$ cat src/rtl/mux_switch_sequencer.sv
// mux_switch_sequencer
// Break-before-make sequencer between channel requests and the mux hardware map.
// Switching order: senders off (BREAK), then new ADG1206 address (ADDR) and settle,
// then senders on (MAKE), then report the path as ready.
// Optional build macro: MUX_OVLD_BLANK_EN adds a post-switch overload blanking window
// of BLANK_CYC cycles. Without it, ovld_blank simply follows ~switching_ready.
//
// Request handshake: req_valid is a one-cycle strobe, sampled on every clock edge and
// never back-pressured. Each strobe is answered exactly one cycle later by either
// req_ack (channel in range, accepted) or req_err (channel out of range, dropped).
// Requests accepted while a switch is in progress are held in a one-deep pending
// register (last one wins) and are evaluated when the active switch completes.
module mux_switch_sequencer #(
  parameter int N_CH      = 32,
  parameter int BREAK_CYC = 4,
  parameter int ADDR_CYC  = 20,
  parameter int MAKE_CYC  = 4,
  parameter int BLANK_CYC = 50
) (
  input  logic       clock,
  input  logic       reset,
  input  logic       req_valid,
  input  logic [5:0] req_muxch,
  output logic [5:0] muxch_out,
  output logic       en_snd_gate,
  output logic       switching_ready,
  output logic       req_ack,
  output logic       req_err,
  output logic       ovld_blank,
  output logic [2:0] state_dbg
);

  if (BREAK_CYC < 1 || ADDR_CYC < 1 || MAKE_CYC < 1 || BLANK_CYC < 1) begin : g_param_check
    $error("mux_switch_sequencer: all *_CYC parameters must be >= 1");
  end

  typedef enum logic [2:0] {
    S_INIT  = 3'd0,
    S_IDLE  = 3'd1,
    S_BREAK = 3'd2,
    S_ADDR  = 3'd3,
    S_MAKE  = 3'd4
  } state_t;

  localparam logic [6:0]  N_CH_W     = 7'(N_CH);
  localparam logic [15:0] BREAK_LOAD = 16'(BREAK_CYC - 1);
  localparam logic [15:0] ADDR_LOAD  = 16'(ADDR_CYC - 1);
  localparam logic [15:0] MAKE_LOAD  = 16'(MAKE_CYC - 1);

  state_t      state;
  logic [15:0] wait_cnt;
  logic [5:0]  target;
  logic        pend_v;
  logic [5:0]  pend_ch;

  logic        req_ok;
  logic        req_bad;
  logic        idle_start;
  logic        cand_v;
  logic [5:0]  cand_ch;

  assign state_dbg = state;

  // Classify the incoming strobe and detect a switch starting from IDLE
  always_comb begin
    req_ok     = req_valid && ({1'b0, req_muxch} < N_CH_W);
    req_bad    = req_valid && !({1'b0, req_muxch} < N_CH_W);
    idle_start = (state == S_IDLE) && req_ok && (req_muxch != muxch_out);
  end

  // Candidate for the next switch at the end of MAKE: a request arriving on that
  // very edge overrides the stored pending one (last wins)
  always_comb begin
    cand_v  = pend_v;
    cand_ch = pend_ch;
    if (req_ok) begin
      cand_v  = 1'b1;
      cand_ch = req_muxch;
    end
  end

  // Sequencer FSM with registered outputs
  always_ff @(posedge clock) begin
    if (reset) begin
      state           <= S_INIT;
      wait_cnt        <= '0;
      target          <= '0;
      pend_v          <= 1'b0;
      pend_ch         <= '0;
      muxch_out       <= '0;
      en_snd_gate     <= 1'b0;
      switching_ready <= 1'b0;
      req_ack         <= 1'b0;
      req_err         <= 1'b0;
    end else begin
      req_ack <= req_ok;
      req_err <= req_bad;

      // Any accepted request outside IDLE is parked; the MAKE exit below may clear it
      if (req_ok && state != S_IDLE) begin
        pend_v  <= 1'b1;
        pend_ch <= req_muxch;
      end

      case (state)
        S_INIT: begin
          // Power-up path: go straight to addressing channel 0, senders are already off
          state     <= S_ADDR;
          target    <= '0;
          muxch_out <= '0;
          wait_cnt  <= ADDR_LOAD;
        end

        S_IDLE: begin
          if (idle_start) begin
            state           <= S_BREAK;
            target          <= req_muxch;
            wait_cnt        <= BREAK_LOAD;
            en_snd_gate     <= 1'b0;
            switching_ready <= 1'b0;
          end
        end

        S_BREAK: begin
          if (wait_cnt == 16'd0) begin
            state     <= S_ADDR;
            muxch_out <= target;
            wait_cnt  <= ADDR_LOAD;
          end else begin
            wait_cnt <= wait_cnt - 16'd1;
          end
        end

        S_ADDR: begin
          if (wait_cnt == 16'd0) begin
            state       <= S_MAKE;
            en_snd_gate <= 1'b1;
            wait_cnt    <= MAKE_LOAD;
          end else begin
            wait_cnt <= wait_cnt - 16'd1;
          end
        end

        S_MAKE: begin
          if (wait_cnt == 16'd0) begin
            pend_v <= 1'b0;
            if (cand_v && cand_ch != muxch_out) begin
              // Chain straight into the next switch; ready stays low
              state       <= S_BREAK;
              target      <= cand_ch;
              wait_cnt    <= BREAK_LOAD;
              en_snd_gate <= 1'b0;
            end else begin
              state           <= S_IDLE;
              switching_ready <= 1'b1;
            end
          end else begin
            wait_cnt <= wait_cnt - 16'd1;
          end
        end

        default: begin
          state <= S_INIT;
        end
      endcase
    end
  end

`ifdef MUX_OVLD_BLANK_EN
  localparam logic [15:0] BLANK_LOAD = 16'(BLANK_CYC - 1);

  logic [15:0] blank_cnt;

  // Hold blanking through every switch and for BLANK_CYC cycles after reaching IDLE
  always_ff @(posedge clock) begin
    if (reset) begin
      ovld_blank <= 1'b1;
      blank_cnt  <= BLANK_LOAD;
    end else if (state != S_IDLE || idle_start) begin
      ovld_blank <= 1'b1;
      blank_cnt  <= BLANK_LOAD;
    end else if (blank_cnt != 16'd0) begin
      blank_cnt <= blank_cnt - 16'd1;
    end else begin
      ovld_blank <= 1'b0;
    end
  end
`else
  assign ovld_blank = ~switching_ready;
`endif

endmodule
$ cat config.mk
export PLATFORM = sky130hd
export DESIGN_NAME = mux_switch_sequencer
export DESIGN_NICKNAME = d
export VERILOG_FILES = /design/src/rtl/mux_switch_sequencer.sv
export SDC_FILE = /design/constraint.sdc
export NUM_CORES = 1
export LEC_CHECK = 0
export ABC_AREA = 1
export CORE_MARGIN = 2
export CORE_UTILIZATION = 57
export DETAILED_ROUTE_END_ITERATION = 8
export PLACE_DENSITY = 0.79
export SKIP_CTS_REPAIR_TIMING = 1
export SLEW_MARGIN = 20
export SYNTH_ARGS = -nofsm -noshare
export SYNTH_HDL_FRONTEND = slang
export SYNTH_SLANG_ARGS = --single-unit
$ cat constraint.sdc
create_clock -name clock -period 1.78 [get_ports clock]
set_input_delay 0.356 -clock clock [delete_from_list [all_inputs] [get_ports clock]]
set_output_delay 0.356 -clock clock [all_outputs]
set_load 0.1 [all_outputs]
; ---- Word level (Yosys, flattened, before mapping)
; Index checks and enable logic that the tools add are counted.
[op_classes]
muxes = 31
bitwise_logic = 1
shifts = 0
n_mul = 0
magnitude_cmp = 1
reduce_logical = 20
eq_ne = 14
n_div = 0
addsub = 1
[op_table]
columns = operator, n
row1 = 16-bit two-way mux, 5
row2 = 16-bit case mux with 5 select lines, 1
row3 = 6-bit two-way mux, 5
row4 = 6-bit case mux with 3 select lines, 1
row5 = 16-bit logical NOT, 1
row6 = 16-bit by 1-bit subtractor with 16-bit output (second input constant), 1
row7 = 3-bit case mux with 5 select lines, 1
row8 = 3-bit two-way mux, 4
row9 = 2-bit != test (second input constant), 6
row10 = 6-bit != test, 2
row11 = 6-bit case mux with 2 select lines, 1
row12 = 4-bit AND reduction, 3
row13 = 1-bit two-way mux, 10
row14 = 3-bit by 2-bit equality test with 1-bit output (second input constant), 2
row15 = 1-bit logical AND, 6
row16 = 6-bit less-than comparator (second input constant), 1
row17 = 3-bit nonzero test, 2
row18 = 5-bit AND reduction, 1
row19 = 5-bit nonzero test, 1
row20 = 2-bit nonzero test, 2
row21 = 3-bit by 1-bit equality test with 1-bit output (second input constant), 1
row22 = 3-bit equality test (second input constant), 1
row23 = 3-bit logical NOT, 1
row24 = 3-bit by 1-bit != test with 1-bit output (second input constant), 1
row25 = other kinds (8), 8
[word_totals]
regBits = 42
latch_bits = 0
mem_bits_rw = 0
word_cells = 78
output_inout_bits = 14
in_bits = 9
romBits = 0
mem_count = 0

; ---- Logic depth before layout (Yosys ltp)
[logic_depth]
depth_word = 8
depth_mapped = 14
ltp_nobuf = 14

; ---- Least setup slack after synthesis
; No wires, ideal clock.
[synth_path]
path_type = register to register
start = reg state[0], in the netlist state_dbg[0]
end = reg target[2]
path_slack_ns = -0.539
path_buffers = 1
setup_ns = 0.115
arrival_time_ns = 2.204
t_required_ns = 1.665
synth_period_minus_slack_ns = 2.319
stages_incl_launch_ff = 12
path_cell_list = dfxtp_1 > nor2_1 > nand2_1 > clkinv_1 > nand2_1 > o21a_1 > nand2_1 > inv_2 > buf_4 > nand3_1 > nand2_1 > nor2_1
[synth_between]
elab_chain_len = 5
word_cells_on_any_way = 11
cone_classes = 5 x eq/ne / 1 x mux / 5 x reduce/logical
[synth_rtl]
columns = element, line_no
row1 = start: declaration, 50  ; state_t state;
row2 = start signal: assignment, 85  ; state <= S_INIT;
row3 = start signal: assignment, 108  ; state <= S_ADDR;
row4 = start signal: assignment, 116  ; state <= S_BREAK;
row5 = 3-bit by 1-bit equality test with 1-bit output, "68, 105"
row6 = 1-bit logical AND (2 in a row), 68  ; idle_start = (state == S_IDLE) && req_ok && (req_muxch != muxch_out);
row7 = 2-bit != test (no line), --
row8 = 4-bit AND reduction (no line), --
row9 = end signal: assignment, 117  ; target <= req_muxch;
row10 = end signal: assignment, 150  ; target <= cand_ch;
row11 = end: declaration, 52  ; logic [5:0] target;
; Several ways; a longest one is shown, not always the timed one.
; A chain may end at the register's enable or synchronous reset.

; ---- Worst setup path after layout
[layout_path]
start = reg wait_cnt[1]
end = reg muxch_out[1]
[layout_between]
elab_chain_len = 3
[layout_rtl]
columns = element, line_no
row1 = start: declaration, 51  ; logic [15:0] wait_cnt;
row2 = start signal: assignment, 130  ; wait_cnt <= wait_cnt - 16'd1;
row3 = start signal: assignment, 140  ; wait_cnt <= wait_cnt - 16'd1;
row4 = start signal: assignment, 158  ; wait_cnt <= wait_cnt - 16'd1;
row5 = 16-bit logical NOT, 125  ; if (wait_cnt == 16'd0) begin
row6 = 2-bit != test (no line), --
row7 = 2-bit AND reduction (no line), --
row8 = end signal: assignment, 127  ; muxch_out <= target;
row9 = end: declaration, 24  ; output logic [5:0] muxch_out,
; No other way between the ends.

==> impl_results.md <==
* Outcome: finished clean
* Drt pass-1 iters at 5
* Worst setup path category: reg -> reg
* TNS Setup at 0 ns
* Initial Util at 58.3%
* Worst IR Drop VDD at 1.56 mV
* Seq/Total Area, Yosys at 33.6%
* Worst Hold Slack at 0.411 ns
* Main combinational cell family by area after synthesis: simple AND/OR/NAND/NOR gates
* Post-synthesis xor/xnor area fraction at 2.80%
* Synth area leaders: dfxtp_1 (34%), nand2_1 (15%), nor2_1 (8.4%)
* Buffers added on ports at 22
* Sequential Area at 863 um2
* Clock Skew at 0.00724 ns
* Number of H-tree levels at 2
* Dpl cell area at 3140 um2
* Crit. End Element: flip-flop
* EDFF count, synth at 0
* Clock period minus worst slack at 1.70 ns
* Share of layout cells above drive strength 1 at 28.3%
* LEAKAGE at 1.62 nW
* Most frequent cell after synthesis: nand2_1
* Post-synth top area share at 33.6%
* Initial drt markers at 248
* NetSw at 2.30 mW
* Multi-input logic area at 1530 um2
* Vias per cell at 5.44
* Main synth FF type: dfxtp_1
* Clock share of power at 14.4%
* Initial antenna violation count at 0
* Rel. slew slack at 63.5%
* Vias at 2722
* Post-DP HPWL at 4790 um
* Root Driver: clkbuf_8
* P_int at 2.66 mW
* RSZ-0062 raised after global routing: true
* Fin crit share at 95.4%
* Core Util, Final at 79.6%
* Fill cell count at 282
* Synth Area in Simple Gates at 38.7%
* Total power at 4.96 mW
* Multiplexer area fraction after synthesis at 0%
* Reg power frac at 28.4%
* Final WL at 7020 um
* IO Pins at 23
* Sink Count at 42
* Final Non-Filler Cells at 500
* Avg WL per Cell at 14.0 um
* Setup violations, final at 0
* Fin. max-slew vios at 0
* Pwr per Cell Area at 1450 nW/um2
* Final ANT Viol Nets at 0
* Fraction of registers with async set/reset at 0%
* Die Y at 70.3 um
* Clock transition at path regs at 0.09 ns
* Max-cap violations at 0
* Synthesized flop and latch total at 42
* Place WS at -0.446 ns
* Hold WC Path Type: in -> reg
* Total CTS buffers at 5
* Net Sw Frac at 46.5%
* Final setup margin at 0.0815 ns
* Req. time, crit path at 2.00 ns
* CP startpoint kind: flip-flop
* Vias in the first global route at 2523
* Nets at 458
* Syn Inst Count at 384
* Syn avg cell area at 6.52 um2
* CTS tree: yes
* Die area at 4940 um2
* GP Congestion at 0.988
* CP Data Arrival Time at 1.92 ns
* Total core area at 4290 um2
* First-pass GRT wire length at 11400 um
* Synth Area in Compound Gates at 15.5%
* Clock Latency Late Sink at 0.30 ns
* Final Hold Viols at 0
* Fin area at 3420 um2
* Most frequent cells after synthesis: nand2_1 (102), nor2_1 (56), dfxtp_1 (42)
* P&R area growth vs syn at 36.6%
* Congestion Overflow GR at 0
* Worst-path maximum fanout at 6
* Residual DRC at 0
* Adder-cell share of the synthesized area at 1.00%
* Synth warnings at 0
* Max Clk Rate at 0.589 GHz
* Pin count of the biggest net entering global routing at 18
* Synth area leader: dfxtp_1
* Overall Global Routing Usage at 28.8%
* Row Count at 24
* Ant diodes at 0
* Maximum clock path buffer count at 2
* Placed cells at 483
* Yosys cell types at 32
* Die width at 70.3 um
* Synthesized area at 2500 um2
* Worst-Margin Slew at 0.548 ns
* Syn nets at 395
* Comb power frac at 57.2%
==> power groups by stage <==
| stage | clock network [mW] | registers [mW] | logic [mW] |
|---|---|---|---|
| 2_1_floorplan | 0 | 1.63 | 1.60 |
| 3_3_place_gp | 0 | 1.40 | 2.52 |
| 3_5_place_dp | 0 | 1.41 | 2.57 |
| 4_1_cts | 0.715 | 1.39 | 2.62 |
| 5_1_grt | 0.749 | 1.44 | 3.12 |
| 6_report | 0.715 | 1.41 | 2.84 |
==> routing by layer <==
layer,track usage (%),share of wire [%],vias to the layer above
met5,0,0,-
met3,6.64,6.9,23
li1,-,-,1357
met4,10.7,2.6,0
met2,42.2,45,111
met1,41.1,46,1231
==> critical path: stages (launching register included) <==
cell	delay, ns
dfxtp_1	0.33
inv_1	0.08
ha_2	0.20
nand2_1	0.07
nor4_2	0.24
nand2_1	0.13
buf_4	0.15
nor2_1	0.09
buf_4	0.15
nand2_1	0.05
a21oi_1	0.13
==> state kept, by name (all words and copies together) (netlist names) <==
name             cells
switching_ready      1
req_err              1
target               6
muxch_out            6
pend_v               1
pend_ch              6
wait_cnt            16
req_ack              1
state_dbg            3
en_snd_gate          1
==> cell type report <==
type / count / share of cell area (%)
repair buffers: 65 / 20.5
multi-input cells: 295 / 44.7
clock inverters: 1 / 0.220
flip-flops and latches: 42 / 25.3
clock buffers: 7 / 2.86
well taps: 52 / 1.90
repair inverters: 1 / 0.220
inverters: 37 / 4.32
==> placed cells by master, fill, tap and decap left out, types with 2 or more instances in the layout <==
cell type       netlist  layout
inv_2                 2       2
nand3_1              32      30
dfxtp_2               0       6
o21ai_0              11      11
nor3_1                4       4
xnor2_1               2       2
nand2_4               2       3
nor2_1               56      51
nand2_1             102     100
buf_12                1      14
inv_4                 1       2
or2_2                 4       4
dfxtp_4               0       4
buf_4                 2      41
nor4_2                0       2
nand3_2               0       2
o2111ai_1             2       2
xor2_1                6       6
nand2_8               1       2
a21oi_2               9       9
clkbuf_8              0       5
clkinv_1              2       2
nor2_2                0       4
inv_1                32      30
dlymetal6s2s_1        0       6
nand2_2              17      17
a21oi_1              33      33
dfxtp_1              42      32
clkinvlp_4            0       3
buf_6                 1       2
a22oi_1               5       5
==> final timing paths <==
check	endpoint	slack (ns)	cells after the start	from
setup / recovery	muxch_out[1]$_SDFFE_PP0P_	0.08	10	wait_cnt[1]$_SDFFE_PP0P_
hold reg to reg	muxch_out[2]$_SDFFE_PP0P_	0.45	2	target[2]$_SDFFE_PP0P_
setup reg to reg	muxch_out[1]$_SDFFE_PP0P_	0.08	10	wait_cnt[1]$_SDFFE_PP0P_
hold / removal	req_err$_SDFF_PP0_	0.41	3	req_muxch[5]
==> cells by family (layout without fill, tap and decap cells) <==
group,after synthesis,after routing
DFF,42,42
AOI/OAI and AO/OA,64,64
xor gates and xnor gates,8,8
buffers and inverters,47,111
adders and majority gates,2,2
and+or+nand+nor,221,221
Note: power is estimated with default switching activity, not from simulation.
==> RTL change (same flow settings) <==
Add a define of `MUX_OVLD_BLANK_EN`.
--- a/src/rtl/mux_switch_sequencer.sv
+++ b/src/rtl/mux_switch_sequencer.sv
@@ -11,4 +11,6 @@
 // Requests accepted while a switch is in progress are held in a one-deep pending
 // register (last one wins) and are evaluated when the active switch completes.
+`define MUX_OVLD_BLANK_EN
+
 module mux_switch_sequencer #(
   parameter int N_CH      = 32,
Check against the original RTL: same outputs for any inputs over 10 cycles, from zero or initial values and one cycle with reset high; that may be too few to reach the edited logic, so the function may still have changed.
==> RTL change against the original RTL <==
The run now ends with setup timing left. Wire length is 30% higher. Combinational power is 23% higher. Count of clock-buffer cells in the layout is 4 higher. Critical path depth is 1 lower. Non-clock buffer count is 17 higher. Worst setup slack worse by 110 ps. Design area is 29% higher. Sequential cell count is 17 higher. Total power is 32% higher. Synthesized area is 29% higher. Die area is 27% higher. Synthesized cell count is 28% higher. Maximum frequency is 6.0% lower. Critical endpoint is now wait_cnt[15]$_SDFFE_PP0P_. Largest power group unchanged.
==> RTL change: results (changes against the original RTL) <==
[logic_synthesis]
synth_xor_area_frac = 0.0544  ; +0.0264
synthTopCellsByCount = nand2_1 (125), nor2_1 (80), dfxtp_1 (59), inv_1 (52), a21oi_1 (43)
synth_cell_types = 34  ; +6.3%
syn_nets = 503  ; +27%
synth_seq_area_share = 0.367  ; +0.0310
syn_area_per_cell_um2 = 6.54  ; +0.37%
synthAdderAreaFrac = 0.00778  ; -0.00222
synth_area_leaders = dfxtp_1 (37%), nand2_1 (15%), nor2_1 (9.3%), a21oi_1 (6.7%), inv_1 (6.1%)
synth-compound-area-share = 0.125  ; -0.0297

[critical_path]
cp.arrival_ps = 2080  ; +160 ps
startpoint = wait_cnt[6]$_SDFFE_PP0P_
cp_max_fo = 5  ; -1

[sta]
setup-violations-final = 1  ; +1
clock_skew_ps = 9.80  ; +2.56 ps
setup_ws_ps = -27.2  ; -109 ps

[hold_path]
hp-start = req_muxch[2]

[route]
drc_errors = 0  ; unchanged
routed_wl_um = 9100  ; +30%
drt_iter0_drc = 261  ; +5.2%
vias = 3508  ; +29%

[global_route]
grt_usage = 0.285  ; -0.00324
grt_start_max_net_pins = 25  ; +7
grt_pass1_wl_um = 14000  ; +23%
grt_pass1_vias = 3195  ; +27%

[cts]
cts_buffers = 9  ; +4
clk_pin_slew_ps = 70  ; -20 ps
clk_latency_ps = 350  ; +50 ps

[place]
placed_area_mm2 = 0.00406  ; +29%
post-place-cells = 633  ; +31%
hpwl_um = 6220  ; +30%
pre_cts_slack_ps = -442  ; +4.20 ps

[outcome]
violations = setup timing
status = finished, violations left

[power]
irDropWorstVdd_mv = 0.804  ; -48%

[cells_and_area]
fin_cells = 654  ; +31%

## RTL change: path summary, 6_finish.rpt
| check | cells after the start | end | slack (ps) |
|---|---|---|---|
| hold reg to reg | 2 | pend_ch[5]$_SDFFE_PP0P_ | 460 |
| setup reg to reg | 9 | wait_cnt[15]$_SDFFE_PP0P_ | -30 |
| setup / recovery | 9 | wait_cnt[15]$_SDFFE_PP0P_ | -30 |
| hold / removal | 4 | pend_ch[2]$_SDFFE_PP0P_ | 430 |
## RTL change: layout make-up
class	count	area [µm²]	share of cell area
Clock buffer	11	141	0.0321
Clock inverter	5	53.8	0.0122
Inverter	57	218	0.0494
Multi-Input combinational cell	368	1870	0.425
Sequential cell	59	1200	0.273
Tap cell	72	90.1	0.0204
Timing Repair Buffer	82	828	0.188
## RTL change: logic make-up (layout without fill, tap and decap cells)
family / count (synthesis) / in the layout
mux: 1 / 1
simple gates: 271 / 273
xor+xnor: 20 / 20
buf+inv: 67 / 155
compound gates: 72 / 72
flops: 59 / 59
fa+ha+maj: 2 / 2
## RTL change: critical path, cell delays in order (launching register included)
cell	delay, ps
dfxtp_1	320
buf_4	140
nor2_1	110
nand3_1	120
nor3_1	150
buf_4	160
nand2_1	60
nor3_1	260
o21ai_0	190
a21oi_1	210
## RTL change: per-layer routing
| metal | vias to the layer above | wire length, µm | global-route usage |
|---|---|---|---|
| li1 | 1753 | - | - |
| met1 | 1620 | 3830 | 0.333 |
| met2 | 115 | 4620 | 0.500 |
| met3 | 20 | 448 | 0.0705 |
| met4 | 0 | 192 | 0.109 |
| met5 | - | 0 | 0 |
## RTL change: stage by stage
step / util / total power, mW / setup TNS (ps)
detailed placement: 0.742 / 4.96 / -16310
global route: 0.805 / 6.97 / -664
CTS: 0.778 / 6.21 / -1750
global placement: 0.742 / 4.88 / -14330
finish: 0.805 / 6.56 / -27.2
floorplan: - / 3.93 / 0
## RTL change: power by group
part           switching (mW)  internal, mW  leakage [nW]
clock                   0.569         0.680         0.103
combinational            2.14          1.36          1.51
sequential              0.237          1.59         0.485
total                    2.94          3.62          2.10
